===== src/rtl/uart_rx_deserializer.sv =====
// UART receiver for 7-bit frames: start, data[0..6] LSB first, parity, stop.
// Define UART_RX_MAJORITY_EN to decide each bit by 2-of-3 vote around mid-bit.
module uart_rx_deserializer #(
  parameter int OVERSAMPLE = 16,
  parameter bit PARITY_ODD = 1'b0
) (
  input  logic       clk,
  input  logic       rst,
  input  logic       os_tick,
  input  logic       rxd,
  input  logic       data_ack,
  output logic [6:0] data_out,
  output logic       data_valid,
  output logic       parity_err,
  output logic       frame_err,
  output logic       overrun,
  output logic       busy
);

  localparam int TW   = $clog2(OVERSAMPLE);
  localparam int HALF = OVERSAMPLE / 2;
`ifdef UART_RX_MAJORITY_EN
  localparam int START_DEC = HALF;
`else
  localparam int START_DEC = HALF - 1;
`endif
  localparam logic [TW-1:0] START_LAST = TW'(START_DEC);
  localparam logic [TW-1:0] TICK_LAST  = TW'(OVERSAMPLE - 1);

  typedef enum logic [2:0] {
    IDLE   = 3'd0,
    START  = 3'd1,
    DATA   = 3'd2,
    PARITY = 3'd3,
    STOP   = 3'd4
  } state_t;

  state_t          r_state;
  logic            r_sync1;
  logic            r_sync2;
  logic            r_rxsPrev;
  logic [TW-1:0]   r_tick;
  logic [2:0]      r_bitCnt;
  logic [6:0]      r_shift;
  logic            r_parity;
  logic [6:0]      r_dataOut;
  logic            r_dataValid;
  logic            r_parityErr;
  logic            r_frameErr;
  logic            r_overrun;
  logic            r_busy;

  logic            w_rxs;
  logic            w_fall;
  logic            w_bit;
  logic [TW-1:0]   w_tickNext;
  logic            w_parityErr;

  // Presetting the synchronizer to idle-high keeps reset release from looking like a start edge.
  always_ff @(posedge clk or posedge rst) begin
    if (rst) begin
      r_sync1   <= 1'b1;
      r_sync2   <= 1'b1;
      r_rxsPrev <= 1'b1;
    end else begin
      r_sync1   <= rxd;
      r_sync2   <= r_sync1;
      r_rxsPrev <= r_sync2;
    end
  end

  assign w_rxs  = r_sync2;
  assign w_fall = r_rxsPrev & ~w_rxs;

`ifdef UART_RX_MAJORITY_EN
  logic [1:0] r_samp;

  // The two previous tick samples plus the current one form the SP-1/SP/SP+1 vote.
  always_ff @(posedge clk or posedge rst) begin
    if (rst) begin
      r_samp <= 2'b11;
    end else if (os_tick) begin
      r_samp <= {r_samp[0], w_rxs};
    end
  end

  assign w_bit = (r_samp[1] & r_samp[0]) | (r_samp[1] & w_rxs) | (r_samp[0] & w_rxs);
`else
  assign w_bit = w_rxs;
`endif

  assign w_tickNext  = (r_tick == TICK_LAST) ? '0 : r_tick + 1'b1;
  assign w_parityErr = ((^r_shift) ^ r_parity) != PARITY_ODD;

  // A completing frame is handled after the ack clear so that it wins when both land together.
  always_ff @(posedge clk or posedge rst) begin
    if (rst) begin
      r_state     <= IDLE;
      r_tick      <= '0;
      r_bitCnt    <= '0;
      r_shift     <= '0;
      r_parity    <= 1'b0;
      r_dataOut   <= '0;
      r_dataValid <= 1'b0;
      r_parityErr <= 1'b0;
      r_frameErr  <= 1'b0;
      r_overrun   <= 1'b0;
      r_busy      <= 1'b0;
    end else begin
      if (data_ack && r_dataValid) begin
        r_dataValid <= 1'b0;
        r_parityErr <= 1'b0;
        r_frameErr  <= 1'b0;
        r_overrun   <= 1'b0;
      end

      case (r_state)
        IDLE: begin
          if (w_fall) begin
            r_state <= START;
            r_tick  <= '0;
            r_busy  <= 1'b1;
          end
        end

        START: begin
          if (os_tick) begin
            if (r_tick == START_LAST) begin
              if (w_bit) begin
                r_state <= IDLE;
                r_busy  <= 1'b0;
              end else begin
                r_state  <= DATA;
                r_bitCnt <= '0;
                r_tick   <= '0;
              end
            end else begin
              r_tick <= w_tickNext;
            end
          end
        end

        DATA: begin
          if (os_tick) begin
            r_tick <= w_tickNext;
            if (r_tick == TICK_LAST) begin
              r_shift  <= {w_bit, r_shift[6:1]};
              r_bitCnt <= r_bitCnt + 3'd1;
              if (r_bitCnt == 3'd6) begin
                r_state <= PARITY;
              end
            end
          end
        end

        PARITY: begin
          if (os_tick) begin
            r_tick <= w_tickNext;
            if (r_tick == TICK_LAST) begin
              r_parity <= w_bit;
              r_state  <= STOP;
            end
          end
        end

        STOP: begin
          if (os_tick) begin
            r_tick <= w_tickNext;
            if (r_tick == TICK_LAST) begin
              r_dataOut   <= r_shift;
              r_dataValid <= 1'b1;
              r_parityErr <= w_parityErr;
              r_frameErr  <= ~w_bit;
              if (r_dataValid && !data_ack) begin
                r_overrun <= 1'b1;
              end
              r_state <= IDLE;
              r_busy  <= 1'b0;
            end
          end
        end

        default: begin
          r_state <= IDLE;
          r_busy  <= 1'b0;
        end
      endcase
    end
  end

  assign data_out   = r_dataOut;
  assign data_valid = r_dataValid;
  assign parity_err = r_parityErr;
  assign frame_err  = r_frameErr;
  assign overrun    = r_overrun;
  assign busy       = r_busy;

endmodule

===== config.mk =====
export PLATFORM = sky130hd
export DESIGN_NAME = uart_rx_deserializer
export DESIGN_NICKNAME = d
export VERILOG_FILES = /design/src/rtl/uart_rx_deserializer.sv
export SDC_FILE = /design/constraint.sdc
export NUM_CORES = 1
export LEC_CHECK = 0
export ABC_AREA = 1
export CAP_MARGIN = 20
export CORE_MARGIN = 3
export CORE_UTILIZATION = 60
export CTS_CLUSTER_DIAMETER = 80
export DETAILED_ROUTE_END_ITERATION = 16
export GPL_TIMING_DRIVEN = 0
export PLACE_DENSITY = 0.83
export SLEW_MARGIN = 20
export SYNTH_ARGS = -nofsm -noshare
export SYNTH_HDL_FRONTEND = slang
export SYNTH_SLANG_ARGS = --single-unit

===== constraint.sdc =====
create_clock -name clk -period 3.1 [get_ports clk]
set_clock_uncertainty 0.2 [all_clocks]
set_input_delay 0.465 -clock clk [delete_from_list [all_inputs] [get_ports clk]]
set_output_delay 0.465 -clock clk [all_outputs]
set_load 0.02 [all_outputs]

==> flow_summary.json, run 1 <==
{
  "status": "finished clean",
  "clockBufferDepth": 2,
  "dr.pass1.iters": 4,
  "fin_area_um2": 2060,
  "post-dp-hpwl_um": 2720,
  "grt_usage": 0.240,
  "grt_pass1_vias": 1453,
  "crit_path_start_kind": "register",
  "worst_slew_pin_slew_ns": 0.677,
  "clock_latency_ns": 0.34,
  "synth.cell_area_um2": 1780,
  "vias_per_cell": 5.46,
  "cp.buffers_inverters": 1,
  "cts_made_buffers": 5,
  "slew_violations": 0,
  "synth-main-ff-cell": "dfrtp_1",
  "yosysWarnings": 0,
  "max_cap_violations": 0,
  "port_buffers": 16,
  "crit_type": "register to primary output",
  "ant_nets": 0,
  "required_ns": 2.43,
  "reg2reg_from": "r_tick[0]",
  "nets": 248,
  "total_power_w": 0.00125,
  "fp-row-count": 19,
  "synth.avg_cell_area_um2": 8.18,
  "drc_errors": 0,
  "placed_area_um2": 1970,
  "gp_congestion": 0.833,
  "setup_viol": 0,
  "dieArea_um2": 3650,
  "timing.slew.headroom": 0.548,
  "drt-initial-drc-count": 77,
  "ys_top_cells_by_area": "dfrtp_1, nand2_1, dfstp_2",
  "ys_types": 25,
  "synth-seq-cells": 33,
  "overflow": 0,
  "setup_tns_ns": 0,
  "cts_root_buf": "clkbuf_4",
  "hp-class": "register to register",
  "yosys.area.top_type_share": 0.423,
  "ir_drop_uv": 783,
  "final-hold-violation-count": 0,
  "r2r_slack_ns": 1.37,
  "worstRegToRegCells": 10,
  "yosysTopAreaCell": "dfrtp_1",
  "grt_pass1_wl_um": 6320,
  "crit_end": "data_out[2]",
  "ctsHoldBuffers": 0,
  "chipHeight_um": 60.4,
  "ctsResizeCount": 0,
  "path_depth": 1,
  "die_w_um": 60.4,
  "vias": 1484,
  "h-tree-depth": 2,
  "synth_nets": 225,
  "stdcell_count": 272,
  "critPathMaxStageDelay_ns": 0.63,
  "powerDensity_nw_per_um2": 606,
  "diodes": 0,
  "antenna_found_initial": 0,
  "synthArstFlopShare": 1.00,
  "core_area_um2": 2780,
  "p_leak_nw": 1.00,
  "preCtsSetupSlack_ns": 1.05,
  "cts_tree": "built",
  "cp.arrival_ns": 1.35,
  "start_util": 0.638,
  "cp_top_family": "buffers and inverters",
  "post-route-period-util": 0.649,
  "clock_sinks": 33,
  "wirelength_um": 3550,
  "clkTransAtPathRegs_ns": 0.10,
  "synth-edff-count": 0,
  "crit_fanout": 2,
  "cts_setup_buffers": 0,
  "worst_setup_path_end_kind": "primary output",
  "rsz0062_at_grt": "false",
  "max_freq_mhz": 497,
  "dpl.cell_count": 264,
  "synthCells": 217,
  "path_cells": "clkdlybuf4s50_1",
  "ys_seq_area_frac": 0.467,
  "drt-wirelength-per-cell_um": 13.1,
  "syn_to_final_growth_pct": 16.0,
  "grt_max_degree": 34,
  "crit_slowest_cell": "clkdlybuf4s50_1",
  "io_pins": 17,
  "finalCriticalPeriod_ns": 2.01,
  "startpoint": "data_out[2]",
  "worst_slack_ns": 1.09,
  "r2r_end": "r_state[2]",
  "post_route_cells_drive_above_1_share": 0.216
}
## synthesized netlist by cell type (2+ instances only)
cell type	instances
a21oi_1	3
a21oi_2	3
buf_6	2
dfrtp_1	30
dfstp_2	3
ha_1	3
inv_1	21
inv_2	6
nand2_1	66
nand2_2	9
nand3_1	15
nand3_2	4
nand4_1	4
nor2_1	12
nor2_2	2
nor2_4	3
o21ai_0	6
o21ai_1	10
o21ai_2	9
## cell usage in the layout, fill, tap and decap left out, drive strengths merged
cell / n
nor2: 17
a21oi: 6
dfstp: 3
bufinv: 1
nand4: 4
clkbuf: 7
nand2: 76
clkdlybuf4s50: 16
ha: 3
nor3: 2
buf: 2
dfrtp: 30
o21ai: 25
xor2: 1
nand3: 19
o21a: 1
inv: 28
## cells by family (layout without fill, tap and decap cells)
family / after synthesis / count (layout) / synth area share
buffers and inverters: 30 / 54 / 0.0733
flip-flops: 33 / 33 / 0.467
adder cells (fa/ha/maj): 3 / 3 / 0.0211
AO/OA/AOI/OAI: 32 / 32 / 0.117
AND/OR/NAND/NOR: 118 / 118 / 0.316
XOR/XNOR: 1 / 1 / 0.00493
## worst register-to-register path: stages, from the launching register on
cell and delay (ns):
dfrtp_1 0.41, ha_1 0.20, nand2_2 0.10, nor2_2 0.13, inv_2 0.07, nand2_2 0.08
nand2_1 0.09, nor2_4 0.14, nand3_2 0.10, nand2_1 0.07, nand2_1 0.05
## metrics by stage
step / util / hold slack (ns)
final: 0.740 / 0.165
after global routing: 0.740 / 0.181
after CTS: 0.740 / 0.167
after detailed placement: 0.710 / 0.153
after global placement: 0.710 / 0.147
after floorplan: - / 0.145
## registers in the layout, summed over array words and instances (netlist names), 3 cells and up, named ones only
signal / count
data_out: 7
r_bitCnt: 3
r_shift: 7
r_state: 3
r_tick: 4
## report_power, final
part	internal (W)	switching, W	total, W	leakage (nW)
sequential	0.000472	0.0000416	0.000514	0.444
clock	0.000193	0.000144	0.000337	0.0455
combinational	0.000138	0.000259	0.000397	0.515
## layout make-up
cell class	count	area, um2
clock inverters	1	30.0
flip-flops and latches	33	830
multi-input cells	154	816
repair buffers	16	160
well taps	31	38.8
clock buffers	7	55.1
plain buffers	2	22.5
fillers	213	722
inverters	28	108
## worst min path at each step
stage	slack, ns	depth (start not counted)	from	to
after floorplan	0.15	0	r_sync1	r_sync2
after global placement	0.15	0	r_sync1	r_sync2
after detailed placement	0.15	0	r_sync1	r_sync2
after CTS	0.17	0	r_sync1	r_sync2
after global routing	0.18	0	r_sync1	r_sync2
final	0.16	0	r_sync1	r_sync2
## layer usage
metal | track usage | part of all wire
met5 | 0 | 0
met4 | 0.108 | 0.026
met3 | 0.0723 | 0.043
met2 | 0.398 | 0.50
met1 | 0.287 | 0.44
(Power assumes the default switching activity.)
==> run 2: changes to the inputs <==
--- a/config.mk
+++ b/config.mk
@@ -8,11 +8,11 @@
 export ABC_AREA = 1
 export CAP_MARGIN = 20
 export CORE_MARGIN = 3
-export CORE_UTILIZATION = 60
+export CORE_UTILIZATION = 51
 export CTS_CLUSTER_DIAMETER = 80
 export DETAILED_ROUTE_END_ITERATION = 16
 export GPL_TIMING_DRIVEN = 0
-export PLACE_DENSITY = 0.83
+export PLACE_DENSITY = 0.75
 export SLEW_MARGIN = 20
 export SYNTH_ARGS = -nofsm -noshare
 export SYNTH_HDL_FRONTEND = slang
==> constraint.sdc (replaced) <==
create_clock -name clk -period 1.65 [get_ports clk]
set_clock_uncertainty 0.2 [all_clocks]
set_input_delay 0.2475 -clock clk [delete_from_list [all_inputs] [get_ports clk]]
set_output_delay 0.2475 -clock clk [all_outputs]
set_load 0.02 [all_outputs]
==> flow_summary.json, run 2 (synthesized netlist as in run 1, its figures left out) <==
{
  "post-dp-hpwl_um": 2320,
  "final-hold-violation-count": 0,
  "whs_path_depth": 1,
  "syn_to_final_growth_pct": 21.1,
  "clockBufferDepth": 2,
  "r2r_end": "r_state[2]",
  "h-tree-depth": 2,
  "crit_type": "register to register",
  "overflow": 0,
  "setup_tns_ns": 0,
  "r2r_slack_ns": 0.005,
  "timing.slew.headroom": 0.555,
  "grt_pass1_wl_um": 5880,
  "total_power_w": 0.00235,
  "required_ns": 1.68,
  "powerDensity_nw_per_um2": 1100,
  "gp_congestion": 0.834,
  "clkTransAtPathRegs_ns": 0.10,
  "slew_violations": 0,
  "worst_slack_ns": 0.00486,
  "setup_viol": 0,
  "fp-row-count": 20,
  "cts_made_buffers": 5,
  "vias_per_cell": 5.00,
  "antenna_found_initial": 0,
  "ir_drop_uv": 715,
  "max_freq_mhz": 608,
  "p_leak_nw": 1.12,
  "stdcell_count": 292,
  "hp-class": "input port to register",
  "ant_nets": 0,
  "fillerInstances": 278,
  "dpl.cell_count": 277,
  "post_route_cells_drive_above_1_share": 0.278,
  "post-route-period-util": 0.997,
  "rsz0062_at_grt": "true",
  "layout_common_cells": "nand2_1, dfrtp_1, inv_1",
  "crit_path_start_kind": "register",
  "hold_slack_ns": 0.110,
  "clock_sinks": 33,
  "chipHeight_um": 65,
  "drc_errors": 0,
  "crit_fanout": 5,
  "grt_max_degree": 34,
  "final_common_cell": "nand2_1",
  "dr.pass1.iters": 4,
  "vias": 1460,
  "wirelength_um": 3410,
  "die_w_um": 65,
  "io_pins": 17,
  "grt_usage": 0.183,
  "cts_root_buf": "clkbuf_4",
  "port_buffers": 16,
  "nets": 255,
  "preCtsSetupSlack_ns": -0.0982,
  "cp.arrival_ns": 1.67,
  "core_area_um2": 3180,
  "diodes": 0,
  "status": "finished clean",
  "worstRegToRegCells": 10,
  "finalCriticalPeriod_ns": 1.65,
  "clock_latency_ns": 0.34,
  "grt_pass1_vias": 1355,
  "hold_end": "r_sync1",
  "worst_slew_pin_slew_ns": 0.666,
  "dieArea_um2": 4230,
  "max_cap_violations": 0,
  "holdCritStartpoint": "rxd",
  "reg2reg_from": "r_tick[1]",
  "drt-initial-drc-count": 70,
  "start_util": 0.559,
  "drt-wirelength-per-cell_um": 11.7,
  "cts_tree": "built",
  "worst_setup_path_end_kind": "register"
}
-- run 2: cell types whose count changed in the layout (fill, tap and decap cells not counted), sizes merged --
| cell | delta |
|---|---|
| clkinv | +1 |
| buf | +7 |
| clkdlybuf4s50 | -12 |
| bufinv | -1 |
| dlygate4sd2 | +12 |
-- run 2: critical path, stage by stage, from the launching register on --
cell and delay (ns):
dfrtp_1 0.42, ha_4 0.17, nand2_4 0.07, nor2_4 0.10, inv_2 0.05, nand2_2 0.08, nand2_2 0.06, nor2_4 0.14
nand3_2 0.11, nand2_1 0.08, nand2_1 0.05
-- run 2: stage by stage --
stage	area [um2]	util
finish	2150	0.676
global route	2150	0.676
CTS	2080	0.654
detailed placement	1990	0.626
global placement	1990	0.626
floorplan	1780	-
-- run 2: where the power goes --
part	total (W)	switching, W	internal, W
clock network	0.000520	0.000273	0.000247
logic	0.000858	0.000530	0.000328
registers	0.000977	0.0000863	0.000891
total	0.00235	0.000890	0.00147
-- run 2: cell type report --
| type | count | area, um2 | share of cell area |
|---|---|---|---|
| Tap cell | 44 | 55.1 | 0.0256 |
| Buffer | 1 | 11.3 | 0.00524 |
| Multi-Input combinational cell | 154 | 862 | 0.401 |
| Clock inverter | 1 | 5.00 | 0.00233 |
| Clock buffer | 7 | 65.1 | 0.0303 |
| Timing Repair Buffer | 24 | 205 | 0.0955 |
| Inverter | 28 | 113 | 0.0524 |
| Sequential cell | 33 | 833 | 0.388 |
-- run 2: worst max path at each step --
stage              start    endpoint  slack [ns]  depth (start not counted)
6_report       r_tick[1]  r_state[2]       0.005                         10
5_1_grt        r_tick[1]  r_state[2]       -0.13                         10
4_1_cts        r_tick[1]  r_state[2]       0.005                         10
3_5_place_dp     os_tick   r_tick[2]        -0.1                          8
3_3_place_gp         rst  r_shift[2]       -0.29                          2
2_1_floorplan  r_tick[0]  parity_err         0.1                          9
-- run 2: repair_timing --
| item | CTS | global route |
|---|---|---|
| hold buffers | 0 | 0 |
| endpoints found under the setup margin | 35 | 28 |
| gates resized for setup | 17 | 11 |
| setup buffers | 3 | 5 |
| pin swaps | 4 | 5 |
| endpoints found under the hold margin | 0 | 0 |
| gates cloned | 0 | 0 |
-- run 2: routing by layer --
| layer | share of wire | global-route usage | vias to the layer above |
|---|---|---|---|
| li1 | - | - | 756 |
| met3 | 0.037 | 0.0641 | 6 |
| met2 | 0.45 | 0.277 | 21 |
| met4 | 0.017 | 0.0712 | 0 |
| met5 | 0 | 0 | - |
| met1 | 0.49 | 0.238 | 677 |
